===== config.mk =====
export PLATFORM = sky130hd
export DESIGN_NAME = fmap_stream_reader_flat
export DESIGN_NICKNAME = d
export VERILOG_FILES = /design/src/rtl/bnn_pkg.sv /design/src/rtl/fmap_stream_reader_if.sv /design/src/rtl/fmap_word_sel.sv /design/src/rtl/fmap_stream_reader.sv /design/src/flat_wrapper.sv
export SDC_FILE = /design/constraint.sdc
export NUM_CORES = 2
export LEC_CHECK = 0
export CAP_MARGIN = 5
export CORE_AREA = 2 2 621 623
export DETAILED_ROUTE_END_ITERATION = 6
export DIE_AREA = 0 0 623 625
export HOLD_SLACK_MARGIN = 0.05
export PLACE_DENSITY_LB_ADDON = 0.15
export SYNTH_ARGS = -nofsm -noshare
export SYNTH_HDL_FRONTEND = slang
export SYNTH_SLANG_ARGS = --single-unit

===== constraint.sdc =====
create_clock -name clk -period 413.3 [get_ports clk]
set_clock_uncertainty 0.1 [all_clocks]
set_input_delay 61.995 -clock clk [delete_from_list [all_inputs] [get_ports clk]]
set_output_delay 61.995 -clock clk [all_outputs]
set_load 0.01 [all_outputs]

===== src/rtl/bnn_pkg.sv =====
// Shared constants for the binary conv/maxpool pipeline and the stream reader.
// Holds the default layer geometry, the pooled-map bit count and the
// words-per-channel calculation used by the readers.
package bnn_pkg;

   localparam int unsigned DEF_OC       = 8;
   localparam int unsigned DEF_IMG_SIZE = 14;
   localparam int unsigned DEF_WORD_W   = 8;

   // Integer ceiling division for compile-time sizing.
   function automatic int unsigned ceil_div(input int unsigned num, input int unsigned den);
      return (num + den - 1) / den;
   endfunction

   // Counter width that stays at least one bit for degenerate sizes.
   function automatic int unsigned clog2_min1(input int unsigned n);
      return (n > 1) ? $clog2(n) : 1;
   endfunction

   localparam int unsigned NPIX = DEF_IMG_SIZE * DEF_IMG_SIZE;
   localparam int unsigned WPC  = ceil_div(NPIX, DEF_WORD_W);

endpackage


===== src/rtl/fmap_stream_reader_if.sv =====
// Word stream from the feature-map reader to its consumer.
//   valid/ready : handshake, word accepted when both are high
//   data        : stream word
//   chan        : channel index of the current word
//   last        : last word of the last channel
interface fmap_stream_reader_if
   import bnn_pkg::*;
#(
   parameter int unsigned WORD_W = DEF_WORD_W,
   parameter int unsigned CHAN_W = 3
);

   logic              valid;
   logic [WORD_W-1:0] data;
   logic [CHAN_W-1:0] chan;
   logic              last;
   logic              ready;

   modport master (output valid, data, chan, last, input ready);
   modport slave  (input valid, data, chan, last, output ready);

endinterface


===== src/rtl/fmap_word_sel.sv =====
// Combinational word selector: returns fmap[chan][word*WORD_W +: WORD_W],
// with bits beyond the end of the channel vector reading as zero.
//   fmap   : latched channel vectors
//   chan   : channel index
//   word   : word index within the channel
//   data_c : selected, zero-padded word
module fmap_word_sel #(
   parameter int unsigned OC     = 8,
   parameter int unsigned NBITS  = 196,
   parameter int unsigned WORD_W = 8,
   parameter int unsigned WPC    = 25,
   parameter int unsigned CW     = 3,
   parameter int unsigned WW     = 5
) (
   input  logic [NBITS-1:0]  fmap [OC],
   input  logic [CW-1:0]     chan,
   input  logic [WW-1:0]     word,
   output logic [WORD_W-1:0] data_c
);

   logic [WPC*WORD_W-1:0] padded;

   // Pad the channel vector to a whole number of words before slicing.
   always_comb begin
      padded              = '0;
      padded[NBITS-1:0]   = fmap[chan];
      data_c              = padded[word*WORD_W +: WORD_W];
   end

endmodule


===== src/rtl/fmap_stream_reader.sv =====
// Read-side partner of a conv+maxpool layer. Holds layer_go high until the
// layer reports done, latches every pooled map on that edge, drops layer_go
// (clearing the layer) and streams the maps out channel-major as words.
//   clk, rst   : clock, synchronous active-high reset
//   start      : request one pass, honoured only when idle
//   layer_go   : level to the layer, high while the pass runs
//   layer_done : layer result valid
//   fmap_in    : layer output maps, one vector per channel
//   m          : word stream (master side)
//   busy       : high whenever not idle
//   done       : one-cycle pulse after the final word handshake
module fmap_stream_reader
   import bnn_pkg::*;
#(
   parameter int unsigned OC       = DEF_OC,
   parameter int unsigned IMG_SIZE = DEF_IMG_SIZE,
   parameter int unsigned WORD_W   = DEF_WORD_W
) (
   input  logic                           clk,
   input  logic                           rst,
   input  logic                           start,
   output logic                           layer_go,
   input  logic                           layer_done,
   input  logic [IMG_SIZE*IMG_SIZE-1:0]   fmap_in [OC],
   fmap_stream_reader_if.master           m,
   output logic                           busy,
   output logic                           done
);

   localparam int unsigned NBITS = IMG_SIZE * IMG_SIZE;
   localparam int unsigned WPC_N = ceil_div(NBITS, WORD_W);
   localparam int unsigned CW    = clog2_min1(OC);
   localparam int unsigned WW    = clog2_min1(WPC_N);

   localparam logic [CW-1:0] CHAN_LAST = CW'(OC - 1);
   localparam logic [WW-1:0] WORD_LAST = WW'(WPC_N - 1);
   localparam logic          ONE_WORD  = (OC == 1) && (WPC_N == 1);

   typedef enum logic [1:0] {IDLE, RUN, STREAM} state_t;

   state_t            state;
   logic [NBITS-1:0]  fmap_buf [OC];
   logic [WW-1:0]     word_q;
   logic [WW-1:0]     nxt_word_c;
   logic [CW-1:0]     nxt_chan_c;
   logic              nxt_last_c;
   logic [WORD_W-1:0] nxt_data_c;

   // Index of the word that follows the one currently presented.
   always_comb begin
      nxt_word_c = word_q + WW'(1);
      nxt_chan_c = m.chan;
      if (word_q == WORD_LAST) begin
         nxt_word_c = '0;
         nxt_chan_c = m.chan + CW'(1);
      end
      nxt_last_c = (nxt_chan_c == CHAN_LAST) && (nxt_word_c == WORD_LAST);
   end

   fmap_word_sel #(
      .OC     (OC),
      .NBITS  (NBITS),
      .WORD_W (WORD_W),
      .WPC    (WPC_N),
      .CW     (CW),
      .WW     (WW)
   ) u_word_sel (
      .fmap   (fmap_buf),
      .chan   (nxt_chan_c),
      .word   (nxt_word_c),
      .data_c (nxt_data_c)
   );

   // Map buffer, captured only on the RUN->STREAM edge.
   always_ff @(posedge clk) begin
      if (!rst && state == RUN && layer_done) begin
         fmap_buf <= fmap_in;
      end
   end

   // Pass sequencer with registered outputs.
   always_ff @(posedge clk) begin
      if (rst) begin
         state    <= IDLE;
         layer_go <= 1'b0;
         busy     <= 1'b0;
         done     <= 1'b0;
         word_q   <= '0;
         m.valid  <= 1'b0;
         m.data   <= '0;
         m.chan   <= '0;
         m.last   <= 1'b0;
      end else begin
         done <= 1'b0;
         case (state)
            IDLE: begin
               if (start) begin
                  state    <= RUN;
                  layer_go <= 1'b1;
                  busy     <= 1'b1;
               end
            end
            RUN: begin
               if (layer_done) begin
                  // Word 0 of channel 0 comes straight from the layer since
                  // the buffer is being written on this same edge.
                  state    <= STREAM;
                  layer_go <= 1'b0;
                  word_q   <= '0;
                  m.chan   <= '0;
                  m.valid  <= 1'b1;
                  m.data   <= WORD_W'(fmap_in[0]);
                  m.last   <= ONE_WORD;
               end
            end
            STREAM: begin
               if (m.ready) begin
                  if (m.last) begin
                     state   <= IDLE;
                     m.valid <= 1'b0;
                     m.last  <= 1'b0;
                     busy    <= 1'b0;
                     done    <= 1'b1;
                  end else begin
                     word_q <= nxt_word_c;
                     m.chan <= nxt_chan_c;
                     m.data <= nxt_data_c;
                     m.last <= nxt_last_c;
                  end
               end
            end
            default: state <= IDLE;
         endcase
      end
   end

endmodule


===== src/flat_wrapper.sv =====
// flat-port wrapper written by rule: the top's interface ports become plain ports
module fmap_stream_reader_flat import bnn_pkg::*;
#(
   parameter int unsigned OC       = DEF_OC,
   parameter int unsigned IMG_SIZE = DEF_IMG_SIZE,
   parameter int unsigned WORD_W   = DEF_WORD_W
)
  (clk, rst, start, layer_go, layer_done, fmap_in, busy, done, m_valid, m_data, m_chan, m_last, m_ready);
  fmap_stream_reader_if #(.WORD_W(WORD_W), .CHAN_W((3))) m_i ();
  input  logic clk;
  input  logic rst;
  input  logic start;
  output logic layer_go;
  input  logic layer_done;
  input  logic [IMG_SIZE*IMG_SIZE-1:0] fmap_in[OC];
  output logic busy;
  output logic done;
  output wire logic [$bits(m_i.valid)-1:0] m_valid;
  output wire logic [$bits(m_i.data)-1:0] m_data;
  output wire logic [$bits(m_i.chan)-1:0] m_chan;
  output wire logic [$bits(m_i.last)-1:0] m_last;
  input wire logic [$bits(m_i.ready)-1:0] m_ready;
  assign m_valid = m_i.valid;
  assign m_data = m_i.data;
  assign m_chan = m_i.chan;
  assign m_last = m_i.last;
  assign m_i.ready = m_ready;
  fmap_stream_reader #(.OC(OC), .IMG_SIZE(IMG_SIZE), .WORD_W(WORD_W)) u_core (.clk(clk), .rst(rst), .start(start), .layer_go(layer_go), .layer_done(layer_done), .fmap_in(fmap_in), .m(m_i), .busy(busy), .done(done));
endmodule

; ---- Word level (Yosys, flattened, before mapping)
; Cells that the tools add are included.
[word_totals]
out_inout_bits = 16
in_bits = 1573
regBits = 1591
[classes]
magnitude_cmp = 1
n_addsub = 2
n_bitwise = 3
muxes = 34
shifts = 1
reduce_logical = 15
eq_ne = 10
[ops]
columns = op, n
row1 = binary-select mux 196 bit (select 3 bit), 1
row2 = 2-to-1 mux 196 bit, 2
row3 = indexed part select 200 x 9 -> 8 bit, 1
row4 = 2-to-1 mux 8 bit, 3
row5 = 2-to-1 mux 5 bit, 4
row6 = one-hot mux 8 bit (2 select lines), 1
row7 = AND reduction 4 bit, 4
row8 = 2-to-1 mux 3 bit, 4
row9 = equality test 5 bit (second input constant), 2
row10 = one-hot mux 5 bit (2 select lines), 1
row11 = 2-to-1 mux 1 bit, 8
row12 = 2-to-1 mux 2 bit, 4
row13 = != test 2 bit (second input constant), 4
row14 = one-hot mux 1 bit (2 select lines), 4
row15 = one-hot mux 2 bit (3 select lines), 1
row16 = one-hot mux 3 bit (2 select lines), 1
row17 = AND reduction 3 bit, 2
row18 = nonzero test 2 bit, 3
row19 = adder 5 x 1 -> 5 bit (second input constant), 1
row20 = greater-or-equal comparator 4 bit (second input constant), 1
row21 = NOT 3 -> 4 bit, 1
row22 = adder 3 x 1 -> 3 bit (second input constant), 1
row23 = equality test 3 bit (second input constant), 1
row24 = logical AND 1 bit, 3
row25 = other kinds (7), 8

; ---- Logic depth before layout (Yosys ltp)
[depth]
ltp_word = 10
depth_mapped = 18

; ---- By module
; Synthesis repeated with hierarchy kept, for this count alone.
[unflattened]
hier_cells = 2726
area_unflattened_um2 = 61186.2
[by_module_without_submodules]
columns = module, area_per_inst_um2, seq_area_each_um2, cells_per_inst, instances
row1 = fmap_stream_reader, 48325.1, 47545.6, 1704, 1
row2 = fmap_word_sel, 12861.1, 0.0, 1022, 1

; ---- Worst setup path after synthesis
; Ideal clock, no wire load.
[synth_timing]
path_kind = input to register
start = input rst
end = register u_core.fmap_buf[0] (netlist name), enable pin
slack_ps = 239464
n_path_buf = 1
t_required_ps = 407768
cell_stages = 2
t_arrival_ps = 168304
cell_sequence = clkbuf_1 > nor3_1
[synth_between]
elab_chain_cells = 3
[synth_rtl]
columns = item, line
row1 = from (decl), flat_wrapper.sv:11  ; input logic rst;
row2 = logical NOT 1 bit, fmap_stream_reader.sv:76  ; if (!rst && state == RUN && layer_done) begin
row3 = logical AND 1 bit (2 in series), fmap_stream_reader.sv:76
row4 = to (signal assigned), fmap_stream_reader.sv:77  ; fmap_buf <= fmap_in;
row5 = to (decl), fmap_stream_reader.sv:42  ; logic [NBITS-1:0] fmap_buf [OC];
; Every way passes these cells.
; A chain may end at the register's enable or synchronous reset.

; ---- Worst setup path in the final report
[layout_timing]
start = input layer_done
end = register u_core.fmap_buf[1080] (netlist name), enable pin
[layout_between]
elab_chain_cells = 1
[layout_rtl]
columns = item, line
row1 = from (decl), flat_wrapper.sv:14  ; input logic layer_done;
row2 = logical AND 1 bit, fmap_stream_reader.sv:76
; Every way passes these cells.

==> run_results.csv <==
group,metric,value,unit
timing,slew_viol_final,0,
drt,drt-initial-drc-count,4469,
drt,wl_per_cell,36.4,um
layout,final_util,23.6,%
drt,met2_length,201000,um
drt,drt_pass1_iterations,6,
run_status,status,"completed",
cts,cts_setup_buffers,0,
layout,fillCellCount,40100,
placement,gp_congestion,0.836,
timing,holdWs,0.390,ns
cts,cts_resized,0,
power_and_ir_drop,seq_power_share,48.0,%
die,initial_utilization,16.1,%
drt,wl_met1,154000,um
cts,path_clk_slew,0.06,ns
critical_path,cp_num_buf_inv,6,
timing,post-route-period-util,16.0,%
critical_path,slowest_delay,0.90,ns
die,fp.dieH,625,um
critical_path,arrival,66.59,ns
layout,drive_above_1_share,9.35,%
cts,cts.sinks,1591,
synthesis,ys_ff_latch,1591,
cts,cts_root_buf,"clkbuf_16",
drt,routed.top_layer,"met5",
job,maxCapViolations,0,
drt,viasPerCell,4.18,
layout,area_delta_synth_final,46.4,%
timing,final.min_clock_period,66.21,ns
power_and_ir_drop,ir_worst_vdd,0.00360,mV
global_route,grt_first_pass_wirelength,493000,um
power_and_ir_drop,power_frac_clock,45.7,%
synthesis,synth_ff_type,"edfxtp_1",
layout,seqCellArea,0.0475,sq mm
global_route,grtUsageTotal,19.5,%
synthesis,yosysTopAreaCellShare,76.0,%
synthesis,syn_inst,3849,
critical_path,cp_common_cell,"buf_4",
critical_path,worstPathRequired,413.68,ns
power_and_ir_drop,power_switching,0.0866,mW
cts,holdBufCountCts,0,
placement,io_buffers,1588,
global_route,overflow,0,
cts,cts_max_path_buffers,4,
synthesis,synth_top_cells_by_area,"edfxtp_1 (76%), nand2_1 (3.7%), mux2i_1 (2.1%), mux4_2 (2.0%), a311oi_1 (1.6%)",
critical_path,path_cells,"clkdlybuf4s50_1 > nand2_1 > buf_4 > nor3_2 > buf_4 > buf_4 > buf_4 > buf_4",
critical_path,crit_family,"buffers and inverters",
synthesis,async_reset_ff_share,0,%
layout,nNetsFinal,7078,
critical_path,crit_type,"input port to flip-flop",
cts,cts_buffers,204,
die,ioPinCount,1589,
timing,rsz0062_at_grt,"no",
synthesis,yosysSeqAreaShare,76.7,%
min_path,holdCritPathClass,"flip-flop to flip-flop",
cts,insertion_delay,0.89,ns
drt,wl_met3,27300,um
power_and_ir_drop,switching_share,22.6,%
power_and_ir_drop,pwr_density_cell,4.21,mW/mm^2
cts,htree_levels,4,
drt,drc_errors,0,
drt,vias,45200,
timing,tightest_slew,1.23,ns
placement,dpl-instance-area,0.0842,sq mm
timing,hold_viol_final,0,
power_and_ir_drop,pwr-share-comb,6.3,%
timing,tns,0,ns
global_route,grt_max_degree,188,
global_route,grt_pass1_vias,45000,
layout,multi_input_area,0.0134,sq mm
synthesis,netlist_top_cells_count,"edfxtp_1 (1,568), nand2_1 (613), o22ai_1 (153)",
drt,postRouteAntennaNets,0,
die,core_area,0.384,sq mm
power_and_ir_drop,cellLeakagePower,29.2,nW
die,rows,228,
synthesis,synth_most_common_cell,"edfxtp_1",
placement,post-dp-hpwl,301000,um
critical_path,cp_max_fo,79,
synthesis,avgSynthCellArea,16.1,sq um
critical_path,end_kind,"flip-flop",
die,die_w,623,um
critical_path,critPathLaunchType,"input port",
synthesis,synth-edff-count,1568,
layout,final_area,0.0907,sq mm
synthesis,syn-num-nets,5425,
global_route,antenna_found_initial,369,
critical_path,critPathSlowestCell,"buf_4",
timing,slew_headroom,17.0,%
timing,finalSetupViolCount,0,
cts,cts_tree,"yes",
synthesis,synth.distinct_cells,81,
timing,max_freq,0.0151,GHz
synthesis,synthesis.area,0.0620,sq mm
synthesis,synth_area_leader_cell,"edfxtp_1",
drt,drt-total-wl,394000,um
power_and_ir_drop,p_int,0.296,mW
synthesis,yosys_warnings,0,
die,dieArea,0.389,sq mm
kinds of logic after synthesis:
logic type / count (synthesis) / synth area share (%)
AOI/OAI and AO/OA: 807 / 9.59
xor gates and xnor gates: 3 / 0.0848
adders and majority gates: 3 / 0.0606
buffers and inverters: 266 / 2.24
DFF: 1591 / 76.7
muxes: 197 / 4.32
and+or+nand+nor: 982 / 6.97
state kept, by name, indices dropped and copies added (netlist names):
name,count
u_core.done,1
u_core.m.last,1
u_core.busy,1
u_core.m.chan,3
u_core.word_q,5
u_core.m.data,8
u_core.state,2
u_core.fmap_buf,1568
u_core.layer_go,1
u_core.m.valid,1
worst reg2reg max path, cell delays in order, from the launching register on:
cell and delay (ns):
dfxtp_1 0.36, buf_4 0.50, ha_1 0.80, inv_2 0.32
or3_1 0.81, nand2_8 0.65, buf_4 0.65, buf_12 0.54
a311oi_1 0.40, nor3_2 0.78, nor4_1 0.30, a211oi_1 0.97
o311a_1 0.31, o21ai_1 0.06
cell type report:
type | count | area share [%]
flip-flops and latches | 1591 | 52.4
repair buffers | 1707 | 18.6
multi-input cells | 1992 | 14.8
well taps | 5060 | 6.98
clock buffers | 248 | 5.83
clock inverters | 123 | 1.11
diodes | 92 | 0.254
inverters | 6 | 0.0248
per-stage QoR:
stage / setup WS (ns) / power, mW / std cells
6_report: 347.09 / 0.382 / 10800
5_1_grt: 346.83 / 0.396 / 10800
4_1_cts: 347.10 / 0.389 / 10700
3_5_place_dp: 346.11 / 0.211 / 10400
3_3_place_gp: 346.19 / 0.211 / 10400
2_1_floorplan: 239.46 / 0.208 / 3849
metal layers:
metal	vias up	global-route usage [%]
met5	-	0
met4	136	5.69
met3	790	5.15
met2	2263	34.5
met1	23000	22.9
li1	19000	-
power by group through the flow:
stage	registers [mW]	logic [mW]	clock network [mW]
after floorplan	0.204	0.00360	0
after global placement	0.187	0.0242	0
after detailed placement	0.187	0.0242	0
after CTS	0.184	0.0244	0.181
after global routing	0.184	0.0254	0.187
final	0.184	0.0240	0.175
final timing paths:
path	from	end	slack (ns)	cells past startpoint
worst max-delay path	layer_done	u_core.fmap_buf[1080]	347.09	8
worst min-delay path	u_core.m.data[3]	u_core.m.data[3]	0.39	2
worst max register to register	u_core.m.chan[1]	u_core.m.data[1]	405.64	13
worst min register to register	u_core.m.data[3]	u_core.m.data[3]	0.39	2
placed cells by master, fill, tap and decap left out, types with 38 or more instances in the layout:
cell type        instances
a21oi_1                110
mux2i_1                127
a221o_1                 38
nor3_1                  60
mux4_2                  55
buf_4                  111
clkdlybuf4s50_1       1587
a221oi_1                45
o22ai_1                152
clkinv_1                55
nor2_1                  50
nand3_1                105
o221ai_1                53
edfxtp_1              1568
o21ai_0                 70
a311oi_1               111
diode_2                 92
nand2_1                607
clkbuf_16              205
clkbuf_1                43
Power figures use the tool's default switching activity.
